**src/rtl/pad_cfg_ret_pkg.sv**
```systemverilog
// Shared types for the pad config / IO retention controller: per-pad config word, FSM states, reset config.
package pad_cfg_ret_pkg;

  typedef struct packed {
    logic       puen;
    logic [1:0] drv;
    logic       slw;
    logic       smt;
  } pad_cfg_t;

  typedef enum logic [2:0] {
    ST_IDLE,
    ST_CFG_APPLY,
    ST_FREEZE_IN,
    ST_RET_ASSERT,
    ST_RETAINED,
    ST_RET_RELEASE,
    ST_FREEZE_OUT
  } ctrl_state_e;

  localparam pad_cfg_t PAD_CFG_RST = '{puen: 1'b1, drv: 2'b00, slw: 1'b0, smt: 1'b0};

  function automatic int unsigned max_of(input int unsigned a, input int unsigned b);
    return (a > b) ? a : b;
  endfunction

endpackage

```
**src/rtl/pad_cfg_ret_timer.sv**
```systemverilog
// Loadable down-counter shared by all timed controller states; done while the count sits at zero.
module pad_cfg_ret_timer #(
  parameter int unsigned W = 4
) (
  input  logic         clk_i,
  input  logic         rst_i,
  input  logic         load_i,
  input  logic [W-1:0] load_val_i,
  output logic [W-1:0] value_o,
  output logic         done_o
);

  logic [W-1:0] cnt_q, cnt_d;

  always_comb begin
    cnt_d = cnt_q;
    if (load_i) begin
      cnt_d = load_val_i;
    end else if (cnt_q != '0) begin
      cnt_d = cnt_q - W'(1);
    end
  end

  always_ff @(posedge clk_i) begin
    if (rst_i) begin
      cnt_q <= '0;
    end else begin
      cnt_q <= cnt_d;
    end
  end

  assign value_o = cnt_q;
  assign done_o  = (cnt_q == '0);

endmodule

```
**src/rtl/pad_cfg_ret_ctrl.sv**
```systemverilog
// Per-pad config registers with glitch-safe (tristated) updates plus IO retention entry/exit sequencing.
// Optional PAD_CFG_LOCK_EN adds a sticky cfg_lock_i that turns accepted writes into rejected ones.
module pad_cfg_ret_ctrl
  import pad_cfg_ret_pkg::*;
#(
  parameter int unsigned NUM_PADS   = 32,
  parameter int unsigned CFG_SETTLE = 4,
  parameter int unsigned FREEZE_CYC = 8,
  parameter int unsigned RET_CYC    = 16,
  parameter int unsigned IDX_W      = (NUM_PADS > 1) ? $clog2(NUM_PADS) : 1
) (
  input  logic                  clk_i,
  input  logic                  rst_i,
  input  logic                  cfg_valid_i,
  output logic                  cfg_ready_o,
  input  logic [IDX_W-1:0]      cfg_idx_i,
  input  pad_cfg_t              cfg_data_i,
  output logic                  cfg_err_o,
`ifdef PAD_CFG_LOCK_EN
  input  logic                  cfg_lock_i,
`endif
  input  logic                  ret_req_i,
  output logic                  ret_ack_o,
  output logic                  busy_o,
  input  logic [NUM_PADS-1:0]   core_oen_i,
  output logic [NUM_PADS-1:0]   pad_oen_o,
  output logic [NUM_PADS-1:0]   pad_puen_o,
  output logic [NUM_PADS-1:0]   pad_slw_o,
  output logic [NUM_PADS-1:0]   pad_smt_o,
  output logic [2*NUM_PADS-1:0] pad_drv_o,
  output logic                  pad_retc_o
);

  localparam int unsigned CNT_W = max_of(1, $clog2(max_of(max_of(CFG_SETTLE, FREEZE_CYC), RET_CYC)));
  localparam logic [NUM_PADS-1:0] PAD_ONE = NUM_PADS'(1);

  ctrl_state_e         state_q, state_d;
  pad_cfg_t            cfg_q [NUM_PADS];
  logic [NUM_PADS-1:0] frz_mask_q, frz_mask_d;
  logic                err_q, err_d;
  logic                cfg_we;
  logic                tmr_load, tmr_done;
  logic [CNT_W-1:0]    tmr_val, tmr_value;
  logic                idx_ok, lock_blk;

  assign idx_ok = ({1'b0, cfg_idx_i} < (IDX_W+1)'(NUM_PADS));

`ifdef PAD_CFG_LOCK_EN
  logic locked_q;
  always_ff @(posedge clk_i) begin
    if (rst_i) begin
      locked_q <= 1'b0;
    end else if (cfg_lock_i) begin
      locked_q <= 1'b1;
    end
  end
  assign lock_blk = locked_q;
`else
  assign lock_blk = 1'b0;
`endif

  pad_cfg_ret_timer #(.W(CNT_W)) u_timer (
    .clk_i      (clk_i),
    .rst_i      (rst_i),
    .load_i     (tmr_load),
    .load_val_i (tmr_val),
    .value_o    (tmr_value),
    .done_o     (tmr_done)
  );

  always_comb begin
    state_d    = state_q;
    frz_mask_d = frz_mask_q;
    err_d      = 1'b0;
    cfg_we     = 1'b0;
    tmr_load   = 1'b0;
    tmr_val    = '0;
    unique case (state_q)
      ST_IDLE: begin
        // Retention wins over a write offered in the same cycle (ready is low).
        if (ret_req_i) begin
          state_d    = ST_FREEZE_IN;
          frz_mask_d = '1;
          tmr_load   = 1'b1;
          tmr_val    = CNT_W'(FREEZE_CYC - 1);
        end else if (cfg_valid_i) begin
          if (idx_ok && !lock_blk) begin
            cfg_we     = 1'b1;
            frz_mask_d = frz_mask_q | (PAD_ONE << cfg_idx_i);
            state_d    = ST_CFG_APPLY;
            tmr_load   = 1'b1;
            tmr_val    = CNT_W'(CFG_SETTLE - 1);
          end else begin
            err_d = 1'b1;
          end
        end
      end
      ST_CFG_APPLY: if (tmr_done) begin
        state_d    = ST_IDLE;
        frz_mask_d = '0;
      end
      ST_FREEZE_IN: if (tmr_done) begin
        state_d  = ST_RET_ASSERT;
        tmr_load = 1'b1;
        tmr_val  = CNT_W'(RET_CYC - 1);
      end
      ST_RET_ASSERT: if (tmr_done) begin
        state_d = ST_RETAINED;
      end
      ST_RETAINED: if (!ret_req_i) begin
        state_d  = ST_RET_RELEASE;
        tmr_load = 1'b1;
        tmr_val  = CNT_W'(RET_CYC - 1);
      end
      ST_RET_RELEASE: if (tmr_done) begin
        state_d  = ST_FREEZE_OUT;
        tmr_load = 1'b1;
        tmr_val  = CNT_W'(FREEZE_CYC - 1);
      end
      ST_FREEZE_OUT: if (tmr_done) begin
        state_d    = ST_IDLE;
        frz_mask_d = '0;
      end
      default: state_d = ST_IDLE;
    endcase
  end

  always_ff @(posedge clk_i) begin
    if (rst_i) begin
      state_q    <= ST_IDLE;
      frz_mask_q <= '0;
      err_q      <= 1'b0;
      for (int i = 0; i < NUM_PADS; i++) cfg_q[i] <= PAD_CFG_RST;
    end else begin
      state_q    <= state_d;
      frz_mask_q <= frz_mask_d;
      err_q      <= err_d;
      for (int i = 0; i < NUM_PADS; i++) begin
        if (cfg_we && (cfg_idx_i == IDX_W'(i))) cfg_q[i] <= cfg_data_i;
      end
    end
  end

  always_comb begin
    pad_puen_o = '0;
    pad_slw_o  = '0;
    pad_smt_o  = '0;
    pad_drv_o  = '0;
    for (int i = 0; i < NUM_PADS; i++) begin
      pad_puen_o[i]      = cfg_q[i].puen;
      pad_slw_o[i]       = cfg_q[i].slw;
      pad_smt_o[i]       = cfg_q[i].smt;
      pad_drv_o[2*i +: 2] = cfg_q[i].drv;
    end
  end

  assign cfg_ready_o = (state_q == ST_IDLE) && !ret_req_i;
  assign cfg_err_o   = err_q;
  assign busy_o      = (state_q != ST_IDLE);
  assign ret_ack_o   = (state_q == ST_RETAINED);
  assign pad_retc_o  = (state_q == ST_RET_ASSERT) || (state_q == ST_RETAINED);
  assign pad_oen_o   = core_oen_i | frz_mask_q;

endmodule

```
**config.mk**
```make
export PLATFORM = sky130hd
export DESIGN_NAME = pad_cfg_ret_ctrl
export DESIGN_NICKNAME = d
export VERILOG_FILES = /design/src/rtl/pad_cfg_ret_pkg.sv /design/src/rtl/pad_cfg_ret_timer.sv /design/src/rtl/pad_cfg_ret_ctrl.sv
export SDC_FILE = /design/constraint.sdc
export NUM_CORES = 1
export LEC_CHECK = 0
export BUFFER_PORTS_ARGS = -buffer_cell sky130_fd_sc_hd__buf_2
export CORE_ASPECT_RATIO = 0.6
export CORE_MARGIN = 2
export CORE_UTILIZATION = 35
export CTS_CLUSTER_DIAMETER = 200
export DETAILED_ROUTE_END_ITERATION = 8
export SLEW_MARGIN = 25
export SYNTH_ARGS = -nofsm -noshare
export SYNTH_HDL_FRONTEND = slang
export SYNTH_SLANG_ARGS = --single-unit
```
**constraint.sdc**
```tcl
create_clock -name clk_i -period 4 [get_ports clk_i]
set_input_delay 0.2 -clock clk_i [delete_from_list [all_inputs] [get_ports clk_i]]
set_output_delay 0.2 -clock clk_i [all_outputs]
set_load 0.005 [all_outputs]
```
# Word level (Yosys, flattened, before mapping)
# Memory sizes are Yosys's and may differ from the RTL's.
# Index checks and enable logic that the tools add are counted.
[word_totals]
reg_bits = 39
ram_bits = 160
in_bits = 46
output_inout_bits = 197
memories = 1
[classes]
addsub = 1
eq_ne = 43
shifts = 1
muxes = 157
n_bitwise = 34
n_reduce_logical = 46
[mem_list]
columns = ["name", "depth", "width", "read_ports", "rd_ports_with_merged_regs", "write_ports", "line", "rtl"]
rows = [
  ["cfg_q", 32, 5, 32, 0, 32, "pad_cfg_ret_ctrl.sv:38", "pad_cfg_t cfg_q [NUM_PADS];"],
]
[ops]
columns = ["op", "count"]
rows = [
  ["5-bit 2-to-1 mux", 32],
  ["1-bit 2-to-1 mux", 104],
  ["32-bit 2-to-1 mux", 3],
  ["5-bit == test, second input constant", 16],
  ["32-bit bitwise OR", 2],
  ["32-bit one-hot mux with 2 select lines", 1],
  ["5-bit by 4-bit == test with 1-bit output, second input constant", 8],
  ["1-bit logical AND", 33],
  ["1-bit bitwise OR", 32],
  ["1-bit by 5-bit left shift with 32-bit output, first input constant", 1],
  ["3-bit 2-to-1 mux", 9],
  ["5-bit by 3-bit == test with 1-bit output, second input constant", 4],
  ["3-bit one-hot mux with 6 select lines", 1],
  ["4-bit 2-to-1 mux", 4],
  ["4-bit one-hot mux with 4 select lines", 1],
  ["5-bit by 2-bit == test with 1-bit output, second input constant", 2],
  ["3-bit == test, second input constant", 3],
  ["2-bit inequality test, second input constant", 4],
  ["3-bit by 2-bit == test with 1-bit output, second input constant", 2],
  ["6-bit AND reduction", 1],
  ["5-bit by 1-bit == test with 1-bit output, second input constant", 1],
  ["5-bit zero test", 1],
  ["4-bit zero test", 1],
  ["2-bit nonzero test", 2],
  ["other kinds (13)", 14],
]

# Depth between registers and ports, before layout
# Gate-level depths: netlist of run 1.
[depth]
depth_word = 8
mapped_depth = 7

# Modules after synthesis
# Synthesis of run 1 repeated with hierarchy kept, for this count alone.
[hier_totals]
cells_unflattened = 651
area_unflattened_um2 = 8020.2
[modules_own_cells]
columns = ["mod", "n_inst", "cells_each", "area_per_inst_um2", "seq_area_each_um2"]
rows = [
  ["pad_cfg_ret_ctrl", 1, 627, 7791.2, 5505.3],
  ["pad_cfg_ret_timer", 1, 24, 229.0, 80.1],
]

# Worst setup path before layout of run 1
# Ideal clock, no wire load.
[synth_path]
path_kind = "register to register"
startpoint = "register state_q[2]"
endpoint = "memory cfg_q[1][35] (netlist name), enable pin"
t_arrival_ns = 1.625
required_ns = 3.651
slack_ns = 2.026
path_stages_with_launch = 6
n_path_buf = 1
period_less_slack_ns = 1.974
cell_sequence = "dfxtp_1 > nor4_4 > and2_0 > buf_4 > nand3_1 > o21bai_1"
[synth_lines]
columns = ["element", "line", "rtl"]
rows = [
  ["start, declared", "pad_cfg_ret_ctrl.sv:37", "ctrl_state_e state_q, state_d;"],
  ["start signal, assigned", "pad_cfg_ret_ctrl.sv:135", "state_q <= state_d;"],
  ["end, declared", "pad_cfg_ret_ctrl.sv:38", ""],
]

==> flow_summary.ini, run 1 <==
[status]
status = complete, no violations

[grt]
grt_usage_pct = 18.8
overflow = 0
antenna_found_initial = 1
grt_pass1_vias = 5523
grt_max_degree = 39
grt_pass1_wl_mm = 34.2

[logic_synthesis]
ys_seq_area_share_pct = 69.0
yosys.area_share.simple_pct = 20.1
yosys.area_share.adder_pct = 0.309
syn_nets = 671
synth_top_area_share_pct = 59.4
synthXorXnorAreaFrac_pct = 0.325
synthCells = 623
synth_area_leaders = edfxtp_1 (59%), dfxtp_1 (9.6%), nor2_1 (3.9%), nor3_2 (3.5%), or2_2 (2.6%)
yosys.area.top_type = edfxtp_1
syn-cell-area_mm2 = 0.00809
yosys_warnings = 0
synthDistinctLibCells = 50
avgSynthCellArea_um2 = 13.0
synth_top_family_by_area = simple AND/OR/NAND/NOR gates
ys_ff_latch = 199
synthMuxAreaShare_pct = 0.263
synth_compound_area_share_pct = 6.29

[min_path]
min_path_cells = 4
worstHoldEndpoint = frz_mask_q[1]
hp-start = cfg_idx_i[3]
hold_class = primary input to flip-flop

[power]
finalPower_uw = 5720
vdd_ir_drop_max_mv = 0.335
p_leak_uw = 0.00396
power_density_mw_per_mm2 = 560

[clock_tree]
clock-sinks = 199
post_cts_buffers = 0
ctsResizeCount = 0
numCtsBuffers = 17
clockRootBuffer = clkbuf_16
clk_pin_slew_worst_paths_ns = 0.07
cts_tree = yes
clockBufferDepth = 2
postCtsHoldBufs = 0
clkLatencyLatePin_ns = 0.44
cts-htree-levels = 4

[final_layout]
final_cell_mix = buf_2 (241), edfxtp_1 (160), nor2_1 (83), dfxtp_1 (39), nor3_1 (37)
drive_gt1_share_pct = 43.1
fin_util_pct = 44.6
final_common_cell = buf_2
multi_input_area_mm2 = 0.00223
diodes = 0
design_area_mm2 = 0.0102
regArea_mm2 = 0.00559
syn_to_final_growth_pct = 26.2
fillCellCount = 2143
final_nets = 894

[floorplan]
rows = 43
coreArea_mm2 = 0.0229
dieArea_mm2 = 0.0244
die_w_um = 200
die_h_um = 122
io_pins = 243
start_util_pct = 35.3

[detailed_routing]
viasPerCell = 4.97
drtIter0Drc = 472
firstDrtPassIters = 6
ant_nets = 0
via_count = 5836
drc = 0
routed_wl_mm = 22.9
wl_per_cell_um = 19.5

[sta]
post-route-period-util_pct = 64.5
finalSetupTns_ns = 0
max_slew_margin_pct = 32.5
whs_ns = 0.271
fin_skew_ns = 0.0122
rsz0062_at_grt = false
tightest_slew_ns = 1.01
max_freq_mhz = 387
hold_viol = 0
report.final.setup_viol = 0
final_max_slew_viol_count = 0
fin_crit_ns = 2.58

[setup_path]
critPathKind = flip-flop to flip-flop
timing.rr.end = cfg_q[0][8]
arrival_ns = 2.69
cp.required_ns = 4.11
rr_worst_depth = 4
endpoint_kind = flip-flop
critPathLaunchType = flip-flop
rr_startpoint = state_q[0]
r2r_slack_ns = 1.42
cp_max_fo = 21

[job]
drv_cap = 0

[place]
numPortBuffers = 241
gp_congestion = 0.788
dpl.hpwl_mm = 16.0
placed_area_mm2 = 0.00958
-- power by group --
part | switching [µW] | internal (µW)
registers | 226 | 2460
logic | 650 | 514
clock network | 789 | 1080
total | 1670 | 4060
-- synth_stat cells, drive strengths merged --
master and number:
nand4bb 1, or3b 1, and3 3, o311ai 1, a311oi 12, a31oi 2, edfxtp 160, a31o 10
buf 21, and3b 2, nor3 65, dfxtp 39, inv 13, nor2 85, a21oi 8, nand2 10
nor2b 6, a22oi 1, mux2i 1, and2 3, clkbuf 31, o21bai 5, or3 1, o22ai 5
mux2 1, xor2 2, nor4b 2, nand3 21, nand4 16, nor4 2, xnor2 1, conb 1
nor3b 4, o21ai 5, nand2b 28, a2bb2oi 1, ha 2, a211oi 17, or2 34
-- flip-flops by register name (all words and copies together) (netlist names) --
register	cells
u_timer.value_o	4
state_q	3
cfg_q	160
frz_mask_q	32
-- critical path: stages, from the launching register on --
cell,delay [ns]
dfxtp_1,0.56
nor4_4,0.43
and3b_1,0.59
nand3_1,0.31
nand2b_1,0.36
-- per-layer routing --
metal / wire length, µm / global-route usage (%)
met5: 13 / 0
met4: 201 / 4.77
met3: 1330 / 4.04
met2: 10300 / 28.2
met1: 11100 / 27.7
-- worst max path at each step --
stage            startpoint           end  slack (ns)  cells past startpoint
5_1_grt          state_q[0]   cfg_q[1][7]        1.26                      4
2_1_floorplan    state_q[2]  cfg_q[1][35]        2.03                      5
3_5_place_dp   cfg_idx_i[2]  cfg_q[0][24]        1.42                      5
4_1_cts          state_q[0]   cfg_q[0][8]        1.47                      4
6_report         state_q[0]   cfg_q[0][8]        1.42                      4
3_3_place_gp   cfg_idx_i[2]  cfg_q[0][29]        1.46                      5
-- metrics by stage --
stage	instances	worst slack [ns]
6_report	1174	1.42
3_5_place_dp	1142	1.42
2_1_floorplan	623	2.03
3_3_place_gp	1142	1.46
4_1_cts	1174	1.47
5_1_grt	1174	1.26
-- kinds of logic after synthesis --
| kind of cell | count (synthesis) |
|---|---|
| buf+inv | 65 |
| fa+ha+maj | 2 |
| simple gates | 284 |
| flops | 199 |
| mux | 2 |
| compound gates | 67 |
| xor+xnor | 3 |
| other cells | 1 |
-- cell type report --
class	count	share of cell area (%)
clock buffer	20	4.37
tap	315	3.86
clock inverter	12	1.85
sequential	199	54.7
inverter	13	0.478
multi-input combinational	359	21.9
timing repair buffer	256	12.9
Power figures use the tool's default switching activity.
==> inputs of run 2 (changes only) <==
--- a/config.mk
+++ b/config.mk
@@ -5,6 +5,7 @@
 export SDC_FILE = /design/constraint.sdc
 export NUM_CORES = 1
 export LEC_CHECK = 0
+export ABC_AREA = 1
 export BUFFER_PORTS_ARGS = -buffer_cell sky130_fd_sc_hd__buf_2
 export CORE_ASPECT_RATIO = 0.6
 export CORE_MARGIN = 2
==> constraint.sdc (replaced) <==
create_clock -name clk_i -period 2.6 [get_ports clk_i]
set_input_delay 0.13 -clock clk_i [delete_from_list [all_inputs] [get_ports clk_i]]
set_output_delay 0.13 -clock clk_i [all_outputs]
set_load 0.005 [all_outputs]
==> run 2 against run 1 <==
Against the previous run:
- non-clock buffer count up 14
- clock-buffer cell count down 2
- core utilization up 0.54 points
- wire length down 1.8%
- combinational power up 71%
- fmax up 17%
- sequential power up 49%
- global-route usage down 0.25 points
- sequential share of layout area down 0.66 points
- critical path type unchanged
- highest routed layer is now met4
==> flow_summary.ini, run 2 <==
[status]
status = complete, no violations

[floorplan]
die_h_um = 122
coreArea_mm2 = 0.0229
die_w_um = 200
dieArea_mm2 = 0.0244
rows = 43
io_pins = 243
start_util_pct = 35.4

[setup_path]
cp.required_ns = 2.74
arrival_ns = 2.35
cp_max_fo = 33
critPathLaunchType = flip-flop
endpoint_kind = flip-flop
crit_path_start = state_q[0]
rr_startpoint = state_q[0]
critPathKind = flip-flop to flip-flop

[power]
power.switching_uw = 2730
pwr-share-seq_pct = 46.2
p_int_uw = 5910
clockPowerShare_pct = 30.8
power_density_mw_per_mm2 = 836
vdd_ir_drop_max_mv = 0.379
p_leak_uw = 0.00427
comb_power_share_pct = 23.0
p_sw_share_pct = 31.6

[sta]
report.final.setup_viol = 0
rsz0062_at_grt = false
fin_crit_ns = 2.21
final_max_slew_viol_count = 0
tightest_slew_ns = 0.767
post-route-period-util_pct = 85.2
max_freq_mhz = 452
fin_skew_ns = 0.0128
finalSetupTns_ns = 0
hold_viol = 0
max_slew_margin_pct = 48.6

[logic_synthesis]
avgSynthCellArea_um2 = 11.5
synth_top_area_share_pct = 59.3
synth-edff-count = 160
synthCells = 702
synthDistinctLibCells = 27
syn-cell-area_mm2 = 0.00810
yosysMostFrequentCell = edfxtp_1
ys.flop_type = edfxtp_1
yosys.area.top_type = edfxtp_1
syn_nets = 750
async_flop_share_pct = 0
yosys_warnings = 0
synth_area_leaders = edfxtp_1 (59%), dfxtp_1 (9.6%), nand3_1 (4.8%), nor2_1 (4.5%), nand2_1 (4.5%)
ys_ff_latch = 199
synth_common_cells = edfxtp_1 (160), nor2_1 (98), nand2_1 (97)
ys_seq_area_share_pct = 68.9

[grt]
grt_usage_pct = 18.5
overflow = 0
grt_pass1_vias = 5493
grt_pass1_wl_mm = 33.5
antenna_found_initial = 0
grt_max_degree = 38

[detailed_routing]
drtIter0Drc = 533
ant_nets = 0
firstDrtPassIters = 5
wl_per_cell_um = 17.4
routed_wl_mm = 22.5
viasPerCell = 4.59
via_count = 5927
drc = 0

[clock_tree]
clkLatencyLatePin_ns = 0.45
clock-sinks = 199
cts-htree-levels = 4
clockRootBuffer = clkbuf_16
post_cts_buffers = 0
numCtsBuffers = 17
cts_tree = yes
clk_pin_slew_worst_paths_ns = 0.08
postCtsHoldBufs = 1
ctsResizeCount = 0
clockBufferDepth = 2

[final_layout]
final_nets = 1010
diodes = 0
syn_to_final_growth_pct = 27.6
final_common_cell = buf_2
final_cell_mix = buf_2 (241), edfxtp_1 (160), nand2_1 (97), nor2_1 (97), nand3_1 (78)
regArea_mm2 = 0.00559
fin_cells = 1290
fillCellCount = 2173
largest_reg_flops = 160
multi_input_area_mm2 = 0.00203
largest_register = cfg_q
drive_gt1_share_pct = 40.4

[place]
place_inst = 1257
dpl.hpwl_mm = 16.5
numPortBuffers = 241
gp_congestion = 0.842

[min_path]
hold_class = primary input to flip-flop
hp-start = cfg_data_i[4]

[job]
drv_cap = 0
-- run 2: cell families after synthesis --
| family | synth area share, % |
|---|---|
| compound gates | 4.97 |
| xor+xnor | 0.324 |
| fa+ha+maj | 0.309 |
| buf+inv | 6.08 |
| flops | 68.9 |
| other cells | 0.0463 |
| simple gates | 19.3 |
-- run 2: layer usage --
metal	vias up	global-route usage, %	part of all wire, %
met2	247	26.3	42
met5	-	0	0
met3	12	4.84	7.0
li1	2861	-	-
met1	2807	28.3	51
met4	0	4.03	0.54
-- run 2: area by class of cell --
type                            instances  area share (%)
Clock buffer                           18            4.15
Clock inverter                         14            1.55
Inverter                               81            2.94
Multi-Input combinational cell        393            19.6
Sequential cell                       199            54.0
Tap cell                              315            3.81
Timing Repair Buffer                  270            13.9
-- run 2: power by group through the flow --
| stage | registers, µW | clock network (µW) | logic [µW] |
|---|---|---|---|
| 3_5_place_dp | 4070 | 0 | 1970 |
| 6_report | 4000 | 2660 | 1980 |
| 2_1_floorplan | 4010 | 0 | 1420 |
| 4_1_cts | 4000 | 2710 | 1990 |
| 5_1_grt | 4040 | 2830 | 2220 |
| 3_3_place_gp | 4070 | 0 | 1970 |
-- run 2: path summary, 6_finish.rpt --
path / endpoint / depth (start not counted) / slack (ns)
worst max-delay path: cfg_q[0][63] / 7 / 0.39
worst min-delay path: cfg_q[0][19] / 3 / 0.06
worst max register to register: cfg_q[0][63] / 7 / 0.39
worst min register to register: frz_mask_q[23] / 2 / 0.46
-- run 2: critical path: stages, from the launching register on --
cell and delay [ns]:
dfxtp_1 0.39, nor2_2 0.24, nand2_4 0.11, nor2_4 0.12, nand2_4 0.37, nor2_1 0.30
inv_1 0.14, nand2_1 0.21
-- run 2: through the flow --
stage          power, µW  worst slack, ns  utilization, %  hold WS [ns]  instance area (µm²)
2_1_floorplan       5430            0.755               -         0.286                 8100
3_3_place_gp        6040            0.526            42.5         0.449                 9740
3_5_place_dp        6040            0.407            42.5         0.448                 9740
4_1_cts             8700            0.398            45.1        0.0513                10300
5_1_grt             9090            0.238            45.1        0.0630                10300
6_report            8640            0.386            45.1        0.0638                10300
